`src/rtl/orgate_stim_pkg.sv`:
```
// Shared types and constants for the OR-gate stimulus sequencer.
package orgate_stim_pkg;

   typedef enum logic [1:0] {
      IDLE = 2'd0,
      RUN  = 2'd1,
      DONE = 2'd2
   } state_e;

   localparam logic [1:0] MODE_BIN  = 2'b00;
   localparam logic [1:0] MODE_GRAY = 2'b01;
   localparam logic [1:0] MODE_WALK = 2'b10;

   localparam logic [3:0] LAST_16   = 4'd15;
   localparam logic [3:0] LAST_WALK = 4'd3;

   // Final pattern index for a mode; reserved mode 11 runs the full 16 like binary.
   function automatic logic [3:0] last_index(input logic [1:0] mode);
      logic [3:0] last;
      case (mode)
         MODE_WALK: last = LAST_WALK;
         default:   last = LAST_16;
      endcase
      return last;
   endfunction

endpackage

```
`src/rtl/orgate_stim_gen_pattern_map.sv`:
```
// Combinational mapping from (mode, index) to the 4-bit stimulus pattern.
module stim_pattern_map
   import orgate_stim_pkg::*;
(
   input  logic [1:0] mode_i,
   input  logic [3:0] index_i,
   output logic [3:0] pattern_o
);

   // Pattern selection; walking-one only ever sees indices 0..3.
   always_comb begin
      pattern_o = 4'd0;
      case (mode_i)
         MODE_BIN:  pattern_o = index_i;
         MODE_GRAY: pattern_o = index_i ^ (index_i >> 1);
         MODE_WALK: pattern_o = 4'b0001 << index_i[1:0];
         default:   pattern_o = index_i;
      endcase
   end

endmodule

```
`src/rtl/orgate_stim_gen.sv`:
```
// Stimulus sequencer driving the a..d inputs of the 4-input OR-gate stage.
// All outputs are registered from the next-state values, so a start sampled
// at edge N shows pattern 0 with valid high in the very next cycle.
module orgate_stim_gen
   import orgate_stim_pkg::*;
#(
   parameter int HOLD_W = 8
) (
   input  logic              clk,
   input  logic              rst,
   input  logic              start,
   input  logic              abort,
   input  logic [1:0]        mode,
   input  logic [HOLD_W-1:0] hold,
   output logic              a,
   output logic              b,
   output logic              c,
   output logic              d,
   output logic              valid,
   output logic              busy,
   output logic              done
);

   state_e            state_q, state_d;
   logic [3:0]        index_q, index_d;
   logic [HOLD_W-1:0] cnt_q, cnt_d;
   logic [HOLD_W-1:0] hold_q, hold_d;
   logic [1:0]        mode_q, mode_d;
   logic [3:0]        pat_q;
   logic              valid_q, busy_q, done_q;
   logic [3:0]        pat_s;

   // Next-state logic: sequencing, hold countdown and parameter latching.
   always_comb begin
      state_d = state_q;
      index_d = index_q;
      cnt_d   = cnt_q;
      hold_d  = hold_q;
      mode_d  = mode_q;
      case (state_q)
         IDLE: begin
            if (start && !abort) begin
               state_d = RUN;
               index_d = 4'd0;
               cnt_d   = hold;
               hold_d  = hold;
               mode_d  = mode;
            end else begin
               state_d = IDLE;
            end
         end
         RUN: begin
            if (abort) begin
               state_d = IDLE;
            end else if (cnt_q == {HOLD_W{1'b0}}) begin
               // Compare before incrementing so the index can never wrap.
               if (index_q == last_index(mode_q)) begin
                  state_d = DONE;
               end else begin
                  index_d = index_q + 4'd1;
                  cnt_d   = hold_q;
               end
            end else begin
               cnt_d = cnt_q - HOLD_W'(1'b1);
            end
         end
         DONE: begin
            state_d = IDLE;
         end
         default: begin
            state_d = IDLE;
         end
      endcase
   end

   // Pattern for the values the sequencer will hold after this edge.
   stim_pattern_map u_map (
      .mode_i    (mode_d),
      .index_i   (index_d),
      .pattern_o (pat_s)
   );

   // State, counters and registered outputs with synchronous reset.
   always_ff @(posedge clk) begin
      if (rst) begin
         state_q <= IDLE;
         index_q <= 4'd0;
         cnt_q   <= {HOLD_W{1'b0}};
         hold_q  <= {HOLD_W{1'b0}};
         mode_q  <= 2'b00;
         pat_q   <= 4'd0;
         valid_q <= 1'b0;
         busy_q  <= 1'b0;
         done_q  <= 1'b0;
      end else begin
         state_q <= state_d;
         index_q <= index_d;
         cnt_q   <= cnt_d;
         hold_q  <= hold_d;
         mode_q  <= mode_d;
         pat_q   <= (state_d == RUN) ? pat_s : 4'd0;
         valid_q <= (state_d == RUN);
         busy_q  <= (state_d != IDLE);
         done_q  <= (state_d == DONE);
      end
   end

   assign a     = pat_q[0];
   assign b     = pat_q[1];
   assign c     = pat_q[2];
   assign d     = pat_q[3];
   assign valid = valid_q;
   assign busy  = busy_q;
   assign done  = done_q;

endmodule

```
`config.mk`:
```
export PLATFORM = sky130hd
export DESIGN_NAME = orgate_stim_gen
export DESIGN_NICKNAME = d
export VERILOG_FILES = /design/src/rtl/orgate_stim_pkg.sv /design/src/rtl/orgate_stim_gen_pattern_map.sv /design/src/rtl/orgate_stim_gen.sv
export SDC_FILE = /design/constraint.sdc
export NUM_CORES = 1
export LEC_CHECK = 0
export ABC_AREA = 1
export CAP_MARGIN = 15
export CELL_PAD_IN_SITES_DETAIL_PLACEMENT = 1
export CELL_PAD_IN_SITES_GLOBAL_PLACEMENT = 2
export CORE_AREA = 8 8 103 86
export CTS_CLUSTER_SIZE = 12
export DETAILED_ROUTE_END_ITERATION = 16
export DIE_AREA = 0 0 111 94
export PLACE_DENSITY = 0.83
export SLEW_MARGIN = 40
export SYNTH_ARGS = -nofsm -noshare
export SYNTH_HDL_FRONTEND = slang
export SYNTH_HIERARCHICAL = 1
export SYNTH_SLANG_ARGS = --single-unit
```
`constraint.sdc`:
```
create_clock -name clk -period 2.1 [get_ports clk]
set_input_delay 0.42 -clock clk [delete_from_list [all_inputs] [get_ports clk]]
set_output_delay 0.42 -clock clk [all_outputs]
set_load 0.005 [all_outputs]
```
==> results of run 1 <==
==> cell usage in the layout (no fill, tap or decap) <==
cell / count
nand2_1: 86
nor2_1: 47
inv_1: 41
dfxtp_1: 29
nand3_1: 26
clkdlybuf4s50_1: 20
buf_4: 17
o21ai_0: 9
a21oi_1: 8
ha_1: 8
inv_2: 5
clkbuf_8: 5
nand2_2: 4
o21ai_1: 4
nand2_4: 3
nand4_1: 3
nor2_4: 2
clkinv_2: 2
nand3_2: 2
nor4_1: 2
clkbuf_1: 2
dfxtp_2: 2
buf_6: 2
nor3_4: 1
nor2_8: 1
nand4_4: 1
xnor2_1: 1
ha_2: 1
nor2_2: 1
ha_4: 1
==> layer usage <==
layer,global-route usage [%],vias up
met5,0,-
met4,4.38,0
met3,2.23,8
met2,18.3,17
met1,12.8,856
li1,-,984
==> sequential cells by signal, indices dropped and copies added (netlist names) <==
name,count
mode_q,2
pat_q,4
valid,1
busy,1
done,1
cnt_q,8
hold_q,8
index_q,4
state_q,2
==> worst reg2reg max path, cell delays in order, from the launching register on <==
cell and delay (ns):
dfxtp_1 0.32, inv_2 0.07, ha_2 0.19, nand2_2 0.08, nor3_4 0.20, buf_4 0.15, nand4_1 0.12, nand2_2 0.12
inv_1 0.09, ha_1 0.28, nand2_1 0.06, nand3_1 0.06, inv_1 0.05, nor2_1 0.04
==> logic make-up after synthesis <==
logic type                 count (synthesis)  synth area share [%]
and+or+nand+nor                          179                  42.7
buffers and inverters                     54                  11.9
DFF                                       31                  32.7
AOI/OAI and AO/OA                         21                  5.54
adders and majority gates                 10                  6.60
xor gates and xnor gates                   1                 0.462
==> how the worst min path moves through the flow <==
stage	end	slack [ns]	depth (start not counted)
after floorplan	hold_q[4]	0.43	2
after global placement	hold_q[3]	0.44	2
after detailed placement	hold_q[4]	0.45	2
after CTS	hold_q[4]	0.46	2
after global routing	hold_q[2]	0.49	2
final	hold_q[4]	0.45	2
==> stage by stage <==
stage                     util (%)  std cells  worst slack, ns  hold WS [ns]
after global routing          33.8        426          0.00288         0.487
after global placement        32.0        417           -0.315         0.442
after floorplan                  -        296            0.112         0.429
after CTS                     33.2        425           0.0242         0.459
after detailed placement      32.0        417           -0.346         0.448
final                         33.8        426            0.130         0.452
==> where the power goes <==
group | leakage [nW] | internal [W] | switching [W] | total (W)
Combinational | 0.914 | 0.000173 | 0.000249 | 0.000422
Sequential | 0.255 | 0.000620 | 0.0000231 | 0.000643
Clock | 0.0422 | 0.000233 | 0.000234 | 0.000466
==> layout make-up <==
class                   count  area, um^2
fillers                   927        4760
multi-input cells         211        1080
flip-flops and latches     31         623
repair buffers             39         350
inverters                  47         178
well taps                  90         113
clock buffers               7        76.3
clock inverters             1        5.00
==> what timing repair did <==
action,4_1_cts,5_1_grt
endpoints found under the setup margin,3,4
setup buffers,0,1
pin swaps,0,6
resized for setup,5,11
==> flow_summary.json, run 1 <==
{
  "die_area_um2": 10400,
  "slew_violations": 0,
  "synth_top_area_cell": "dfxtp_1",
  "rows": 28,
  "met3_length_um": 146,
  "nets": 359,
  "async_reset_ff_share_pct": 0,
  "cp-endpoint": "pat_q[0]",
  "top_layer": "met4",
  "hold_path_class": "flop to flop",
  "slowest_stage": "clkdlybuf4s50_1",
  "netlist_area_um2": 1900,
  "insertion_delay_ns": 0.28,
  "synth_area_leaders": "dfxtp_1 (33%), nand2_1 (17%), nor2_1 (9.5%)",
  "worstPathArrival_ns": 2.14,
  "crit_path_max_fanout": 9,
  "antenna_found_initial": 0,
  "dr_total_vias": 1865,
  "cts.sinks": 31,
  "grt_pass1_wl_mm": 9.04,
  "start_util_pct": 26.4,
  "ctsRootBufferMaster": "clkbuf_8",
  "yosysMostFrequentCell": "nand2_1",
  "r2r_slack_ns": 0.16,
  "die_h_um": 94,
  "leakagePower_nw": 1.21,
  "cts_tree": "yes",
  "h-tree-depth": 2,
  "setup_violations": 0,
  "firstDrtPassIters": 4,
  "core_area_um2": 7180,
  "netlist_instances": 296,
  "placed_cell_area_um2": 2300,
  "path_buf_inv": 6,
  "yosysWarningCount": 6,
  "critPathTopFamily": "buffers and inverters",
  "hold_viol": 0,
  "synth_common_cells": "nand2_1 (87), nor2_1 (48), inv_1 (45), dfxtp_1 (31), nand3_1 (28)",
  "crit_path_start_kind": "primary input",
  "ys_seq_area_share_pct": 32.7,
  "slowest_delay_ns": 0.50,
  "syn_to_final_growth_pct": 27.8,
  "ir_worst_vdd_mv": 0.218,
  "r2r_cells": 13,
  "status": "finished, final reports clean",
  "met2_length_mm": 2.40,
  "worstSetupPathType": "primary input to flop",
  "timing.setup.tns_ns": 0,
  "drcViolationCount": 0,
  "synth_top_area_share_pct": 32.7,
  "die_x_um": 111,
  "cts_made_buffers": 5,
  "path_cells": "clkdlybuf4s50_1, inv_1, nand3_2, buf_6, nand2_1, nand2_1, nand2_1, inv_2, inv_1, ha_1, nand2_1, nand3_1, inv_1, nor2_1",
  "hpwlAfterDp_mm": 4.23,
  "critPathLaunch": "abort",
  "wl_mm": 5.37,
  "synth_nets": 320,
  "ys_ff_latch": 31,
  "ys.flop_type": "dfxtp_1",
  "rsz0062_at_grt": "false",
  "grt_overflow": 0,
  "crit-reg2reg-capture": "pat_q[0]",
  "clock_skew_ns": 0.00409,
  "max_freq_mhz": 508,
  "cp_num_cells": 14,
  "cap_violations": 0,
  "synth_edf_count": 0,
  "final_antenna_net_count": 0,
  "p_per_area_nw_per_um2": 631,
  "grt_use_total_pct": 10.7,
  "period_share_pct": 93.8,
  "worstMarginPinSlew_ns": 0.385,
  "cpMostUsedCell": "nand2_1",
  "drt_iter0_markers": 54,
  "io_pins": 21,
  "syn_avg_cell_area_um2": 6.41,
  "crit_path_end_kind": "flop",
  "fin_area_um2": 2420,
  "r2r_start": "cnt_q[1]",
  "via_per_inst": 4.38,
  "period_minus_slack_ns": 1.97,
  "clockBufferDepth": 2,
  "post_route_cells_drive_above_1_share_pct": 14.9,
  "min_from": "hold_q[4]",
  "power_w": 0.00153,
  "diodes": 0,
  "hold_buffers": 0,
  "io_buffers": 20,
  "relSlewSlack_pct": 74.3,
  "wl_per_cell_um": 12.6,
  "grt_max_degree": 14,
  "place.gp.congestion": 0.780,
  "grt_pass1_vias": 1906,
  "synth.distinct_cells": 24,
  "critPathRequiredTime_ns": 2.27,
  "cts.clk_slew.worst_paths_ns": 0.07,
  "met1_length_mm": 2.74
}
Note: power is estimated with default switching activity, not from simulation.
==> run 2: changes to the inputs <==
--- a/config.mk
+++ b/config.mk
@@ -6,7 +6,6 @@
 export NUM_CORES = 1
 export LEC_CHECK = 0
 export ABC_AREA = 1
-export CAP_MARGIN = 15
 export CELL_PAD_IN_SITES_DETAIL_PLACEMENT = 1
 export CELL_PAD_IN_SITES_GLOBAL_PLACEMENT = 2
 export CORE_AREA = 8 8 103 86
@@ -14,6 +13,7 @@
 export DETAILED_ROUTE_END_ITERATION = 16
 export DIE_AREA = 0 0 111 94
 export PLACE_DENSITY = 0.83
+export RECOVER_POWER = 100
 export SLEW_MARGIN = 40
 export SYNTH_ARGS = -nofsm -noshare
 export SYNTH_HDL_FRONTEND = slang
==> run 2 against run 1 <==
Register-to-register slack about the same. Final cell count is the same. Sequential cell count stayed put. Critical endpoint unchanged. Sequential power hardly changed. Hold slack hardly changed. Via count shrank 0.27%. Maximum frequency is essentially flat. Die area unchanged. Wire length is essentially flat. Core utilization is 0.33 points lower. Combinational power shrank 2%.
==> flow_summary.json, run 2 (synthesized netlist as in run 1, its figures left out) <==
{
  "final_common_cell": "nand2_1",
  "r2r_slack_ns": 0.16,
  "critPathRequiredTime_ns": 2.27,
  "cts.clk_slew.worst_paths_ns": 0.07,
  "clockBufferDepth": 2,
  "slew_violations": 0,
  "slowest_stage": "clkdlybuf4s50_1",
  "hpwlAfterDp_mm": 4.23,
  "grt_pass1_wl_mm": 9.04,
  "r2r_start": "cnt_q[1]",
  "period_share_pct": 93.8,
  "grt_max_degree": 14,
  "insertion_delay_ns": 0.28,
  "hold_buffers": 0,
  "grt_pass1_vias": 1906,
  "clock_skew_ns": 0.00399,
  "nets": 359,
  "io_pins": 21,
  "path_cells": "clkdlybuf4s50_1, inv_1, nand3_2, buf_6, nand2_1, nand2_1, nand2_1, inv_2, inv_1, ha_1, nand2_1, nand3_1, inv_1, nor2_1",
  "reg_top3": "cnt_q: 8 flops, hold_q: 8 flops",
  "crit-reg2reg-capture": "pat_q[0]",
  "p_per_area_nw_per_um2": 633,
  "hold_viol": 0,
  "die_x_um": 111,
  "final_cell_mix": "nand2_1 (87), nor2_1 (47), inv_1 (41), dfxtp_1 (29), nand3_1 (26)",
  "rows": 28,
  "dpl_worst_slack_ns": -0.346,
  "setup_violations": 0,
  "wl_mm": 5.37,
  "worstPathArrival_ns": 2.14,
  "die_area_um2": 10400,
  "crit_path_end_kind": "flop",
  "grt_use_total_pct": 10.7,
  "slowest_delay_ns": 0.50,
  "dr_total_vias": 1860,
  "critPathTopFamily": "buffers and inverters",
  "crit_path_start_kind": "primary input",
  "place.gp.congestion": 0.780,
  "cts_tree": "yes",
  "drt_iter0_markers": 58,
  "drcViolationCount": 0,
  "status": "finished, final reports clean",
  "cap_violations": 0,
  "antenna_found_initial": 0,
  "hold_path_class": "flop to flop",
  "worstMarginPinSlew_ns": 0.487,
  "cts.sinks": 31,
  "diodes": 0,
  "timing.final.ws_setup_ns": 0.130,
  "wl_per_cell_um": 12.6,
  "ir_worst_vdd_mv": 0.217,
  "crit_path_max_fanout": 9,
  "path_buf_inv": 6,
  "firstDrtPassIters": 4,
  "syn_to_final_growth_pct": 26.6,
  "cts_made_buffers": 5,
  "core_area_um2": 7180,
  "period_minus_slack_ns": 1.97,
  "relSlewSlack_pct": 67.5,
  "rsz0062_at_grt": "false",
  "critPathLaunch": "abort",
  "max_freq_mhz": 508,
  "final_antenna_net_count": 0,
  "start_util_pct": 26.4,
  "cp_num_cells": 14,
  "r2r_cells": 13,
  "timing.setup.tns_ns": 0,
  "ctsRootBufferMaster": "clkbuf_8",
  "via_per_inst": 4.37,
  "io_buffers": 20,
  "grt_overflow": 0,
  "cp-endpoint": "pat_q[0]",
  "h-tree-depth": 2,
  "leakagePower_nw": 1.22,
  "worstSetupPathType": "primary input to flop",
  "die_h_um": 94,
  "cpMostUsedCell": "nand2_1",
  "post_route_cells_drive_above_1_share_pct": 13.7
}
==> run 2: cell count changes in the layout (fill, tap and decap cells not counted), sizes merged <==
| cell | delta |
|---|---|
| clkbuf | +1 |
| dlygate4sd3 | +8 |
| clkdlybuf4s50 | -8 |
| buf | -1 |
==> run 2: final cells by class <==
type                       count  area, um^2
fill                         929        4780
multi-input combinational    211        1060
sequential                    31         623
timing repair buffer          39         347
inverter                      47         178
tap                           90         113
clock buffer                   7        76.3
clock inverter                 1        5.00
==> run 2: how the worst min path moves through the flow <==
| stage | startpoint | to | cells past startpoint | slack [ns] |
|---|---|---|---|---|
| after floorplan | hold_q[4] | hold_q[4] | 2 | 0.43 |
| after global placement | hold_q[3] | hold_q[3] | 2 | 0.44 |
| after detailed placement | hold_q[4] | hold_q[4] | 2 | 0.45 |
| after CTS | hold_q[4] | hold_q[4] | 2 | 0.46 |
| after global routing | hold_q[2] | hold_q[2] | 2 | 0.49 |
| final | hold_q[4] | hold_q[4] | 2 | 0.45 |
==> run 2: worst register-to-register path, stage by stage, from the launching register on <==
cell and delay (ns):
dfxtp_1 0.32, inv_2 0.07, ha_1 0.19, nand2_2 0.09, nor3_4 0.20, buf_4 0.14
nand4_1 0.12, nand2_2 0.12, inv_1 0.09, ha_1 0.28, nand2_1 0.06, nand3_1 0.06
inv_1 0.05, nor2_1 0.04
==> run 2: what timing repair did <==
item | CTS | global route
buffers inserted | 0 | 1
gates cloned | 0 | 0
endpoints found under the setup margin | 3 | 4
pin swaps | 0 | 6
gates resized for setup | 5 | 11
==> run 2: report_power, final <==
part	leakage, nW	switching, W	internal (W)
clock	0.0422	0.000232	0.000233
combinational	0.923	0.000245	0.000168
sequential	0.255	0.0000224	0.000620
==> run 2: layer usage <==
| layer | wire length, um | global-route usage, % | part of all wire (%) | vias to the layer above |
|---|---|---|---|---|
| li1 | - | - | - | 982 |
| met1 | 2750 | 12.8 | 51 | 853 |
| met2 | 2400 | 18.3 | 45 | 17 |
| met3 | 142 | 2.23 | 2.6 | 8 |
| met4 | 78 | 4.38 | 1.5 | 0 |
| met5 | 0 | 0 | 0 | - |
==> run 2: stage by stage <==
stage	utilization [%]	cells	hold slack, ns	total power [W]	instance area (um^2)
4_1_cts	33.2	425	0.459	0.00154	2390
3_3_place_gp	32.0	417	0.442	0.00106	2300
2_1_floorplan	-	296	0.429	0.000933	1900
6_report	33.4	426	0.452	0.00152	2400
5_1_grt	33.4	426	0.487	0.00163	2400
3_5_place_dp	32.0	417	0.448	0.00107	2300
==> run 3: changes to the inputs <==
--- a/config.mk
+++ b/config.mk
@@ -8,11 +8,11 @@
 export ABC_AREA = 1
 export CELL_PAD_IN_SITES_DETAIL_PLACEMENT = 1
 export CELL_PAD_IN_SITES_GLOBAL_PLACEMENT = 2
-export CORE_AREA = 8 8 103 86
+export CORE_AREA = 8 8 98 83
 export CTS_CLUSTER_SIZE = 12
 export DETAILED_ROUTE_END_ITERATION = 16
-export DIE_AREA = 0 0 111 94
-export PLACE_DENSITY = 0.83
+export DIE_AREA = 0 0 106 91
+export PLACE_DENSITY = 0.86
 export RECOVER_POWER = 100
 export SLEW_MARGIN = 40
 export SYNTH_ARGS = -nofsm -noshare
==> constraint.sdc (replaced) <==
create_clock -name clk -period 2 [get_ports clk]
set_input_delay 0.4 -clock clk [delete_from_list [all_inputs] [get_ports clk]]
set_output_delay 0.4 -clock clk [all_outputs]
set_load 0.005 [all_outputs]
==> run 3 against run 2 <==
Die area fell by 7.6%. Design area is 5.5% higher. Final cell count rose by 0.47%. Clock power up 4.9%. Non-clock buffer count rose by 5. Total power is 7.5% higher. Hold slack gained 0.0020 ns. Critical path depth shrank 4. Critical path type unchanged. Largest cell class unchanged. Largest power group unchanged.
==> flow_summary.json, run 3 (synthesized netlist as in run 1, its figures left out) <==
{
  "clock_skew_ns": 0.00402,
  "final_antenna_net_count": 0,
  "die_h_um": 91,
  "r2r_start": "cnt_q[1]",
  "final_cell_mix": "nand2_1 (84), nor2_1 (46), inv_1 (39), dfxtp_1 (25), nand3_1 (24)",
  "placed_cell_area_um2": 2320,
  "p_per_area_nw_per_um2": 645,
  "status": "finished, final reports clean",
  "period_minus_slack_ns": 1.90,
  "via_per_inst": 4.44,
  "setup_violations": 0,
  "finalNonFillerCells": 428,
  "holdPathStages": 2,
  "clockBufferDepth": 2,
  "diodes": 0,
  "io_pins": 21,
  "switching_share_pct": 33.3,
  "worstSetupPathType": "primary input to flop",
  "antenna_found_initial": 0,
  "worstPathArrival_ns": 2.07,
  "firstDrtPassIters": 4,
  "grt_pass1_vias": 1963,
  "r2r_cells": 15,
  "place.gp.congestion": 0.763,
  "final_core_util_pct": 38.5,
  "critPathRequiredTime_ns": 2.17,
  "hold_path_class": "flop to flop",
  "io_buffers": 20,
  "period_share_pct": 94.9,
  "path_cells": "clkdlybuf4s50_1, nand3_2, o21ai_0, inv_1, ha_4, inv_2, nand3_1, nand3_1, inv_1, nor2_1",
  "leakagePower_nw": 1.25,
  "insertion_delay_ns": 0.28,
  "grt_overflow": 0,
  "slew_violations": 0,
  "min_from": "hold_q[3]",
  "die_x_um": 106,
  "dpl_worst_slack_ns": -0.423,
  "fillers": 862,
  "relSlewSlack_pct": 79.1,
  "holdPathEnd": "hold_q[3]",
  "reg_top3": "cnt_q: 8 flops, hold_q: 8 flops",
  "multiInputGateArea_um2": 1140,
  "drt_iter0_markers": 46,
  "dr_total_vias": 1900,
  "cts.clk_slew.worst_paths_ns": 0.07,
  "core_area_um2": 6590,
  "start_util_pct": 28.8,
  "ctsRootBufferMaster": "clkbuf_8",
  "timing.final.ws_setup_ns": 0.102,
  "holdWs_ns": 0.454,
  "placedCellCount": 418,
  "wl_mm": 5.49,
  "rows": 27,
  "crit_path_start_kind": "primary input",
  "cts.sinks": 31,
  "crit-reg2reg-capture": "pat_q[0]",
  "die_area_um2": 9650,
  "fin_area_um2": 2530,
  "slowest_delay_ns": 0.47,
  "hold_viol": 0,
  "cts_made_buffers": 5,
  "post_route_cells_drive_above_1_share_pct": 20.5,
  "drcViolationCount": 0,
  "grt_max_degree": 17,
  "final_common_cell": "nand2_1",
  "slowest_stage": "clkdlybuf4s50_1",
  "syn_to_final_growth_pct": 33.6,
  "wl_per_cell_um": 12.8,
  "cts_tree": "yes",
  "p_comb_share_pct": 28.7,
  "sequentialPowerShare_pct": 41.4,
  "clkPwrFrac_pct": 29.9,
  "hpwlAfterDp_mm": 3.95,
  "ir_worst_vdd_mv": 0.260,
  "crit_path_end_kind": "flop",
  "crit_path_max_fanout": 6,
  "internal_power_w": 0.00109,
  "cap_violations": 0,
  "r2r_slack_ns": 0.13,
  "h-tree-depth": 2,
  "grt_use_total_pct": 11.5,
  "regArea_um2": 628,
  "max_freq_mhz": 527,
  "worstMarginPinSlew_ns": 0.310,
  "grt_pass1_wl_mm": 9.16,
  "p_sw_w": 0.000544,
  "nets": 364
}
==> run 3: worst max-delay path by stage <==
stage,from,depth (start not counted),end
after floorplan,abort,13,pat_q[1]
after global placement,abort,14,pat_q[0]
after detailed placement,abort,14,pat_q[0]
after CTS,cnt_q[2],13,pat_q[0]
after global routing,cnt_q[1],15,pat_q[0]
final,start,10,pat_q[0]
==> run 3: per-layer routing <==
| layer | vias to the layer above | global-route usage, % | routed length [um] |
|---|---|---|---|
| li1 | 997 | - | - |
| met1 | 869 | 15.4 | 2770 |
| met3 | 5 | 2.61 | 198 |
| met2 | 29 | 17.3 | 2450 |
| met4 | 0 | 4.91 | 73 |
| met5 | - | 0 | 0 |
==> run 3: power by group through the flow <==
stage	Sequential, W	Clock, W	Combinational, W
after global routing	0.000681	0.000539	0.000539
after CTS	0.000674	0.000508	0.000444
after floorplan	0.000684	0	0.000296
after global placement	0.000687	0	0.000424
after detailed placement	0.000688	0	0.000433
final	0.000677	0.000488	0.000470
==> run 3: layout make-up <==
class,count,area share [%]
timing repair buffer,44,15.4
sequential,31,24.8
clock inverter,1,0.198
inverter,47,7.21
multi-input combinational,211,45.1
tap,87,4.30
clock buffer,7,3.01
==> run 3: per-stage QoR <==
step                      power (W)  TNS, ns
after CTS                   0.00163        0
after floorplan            0.000979        0
final                       0.00163        0
after detailed placement    0.00112    -2.57
after global routing        0.00176   -0.112
after global placement      0.00111    -1.71
==> run 3: what timing repair did <==
action / 4_1_cts / 5_1_grt
pin swaps: 1 / 14
setup endpoints to repair: 4 / 4
hold buffers: 0 / 0
gates resized for setup: 8 / 30
setup buffers: 0 / 2
==> run 3: worst max-delay path: cells and delay by family <==
kind	cells	cell delay, ns
buffers and inverters	4	0.72
AND/OR/NAND/NOR	4	0.37
adder cells (fa/ha/maj)	1	0.33
AO/OA/AOI/OAI	1	0.24
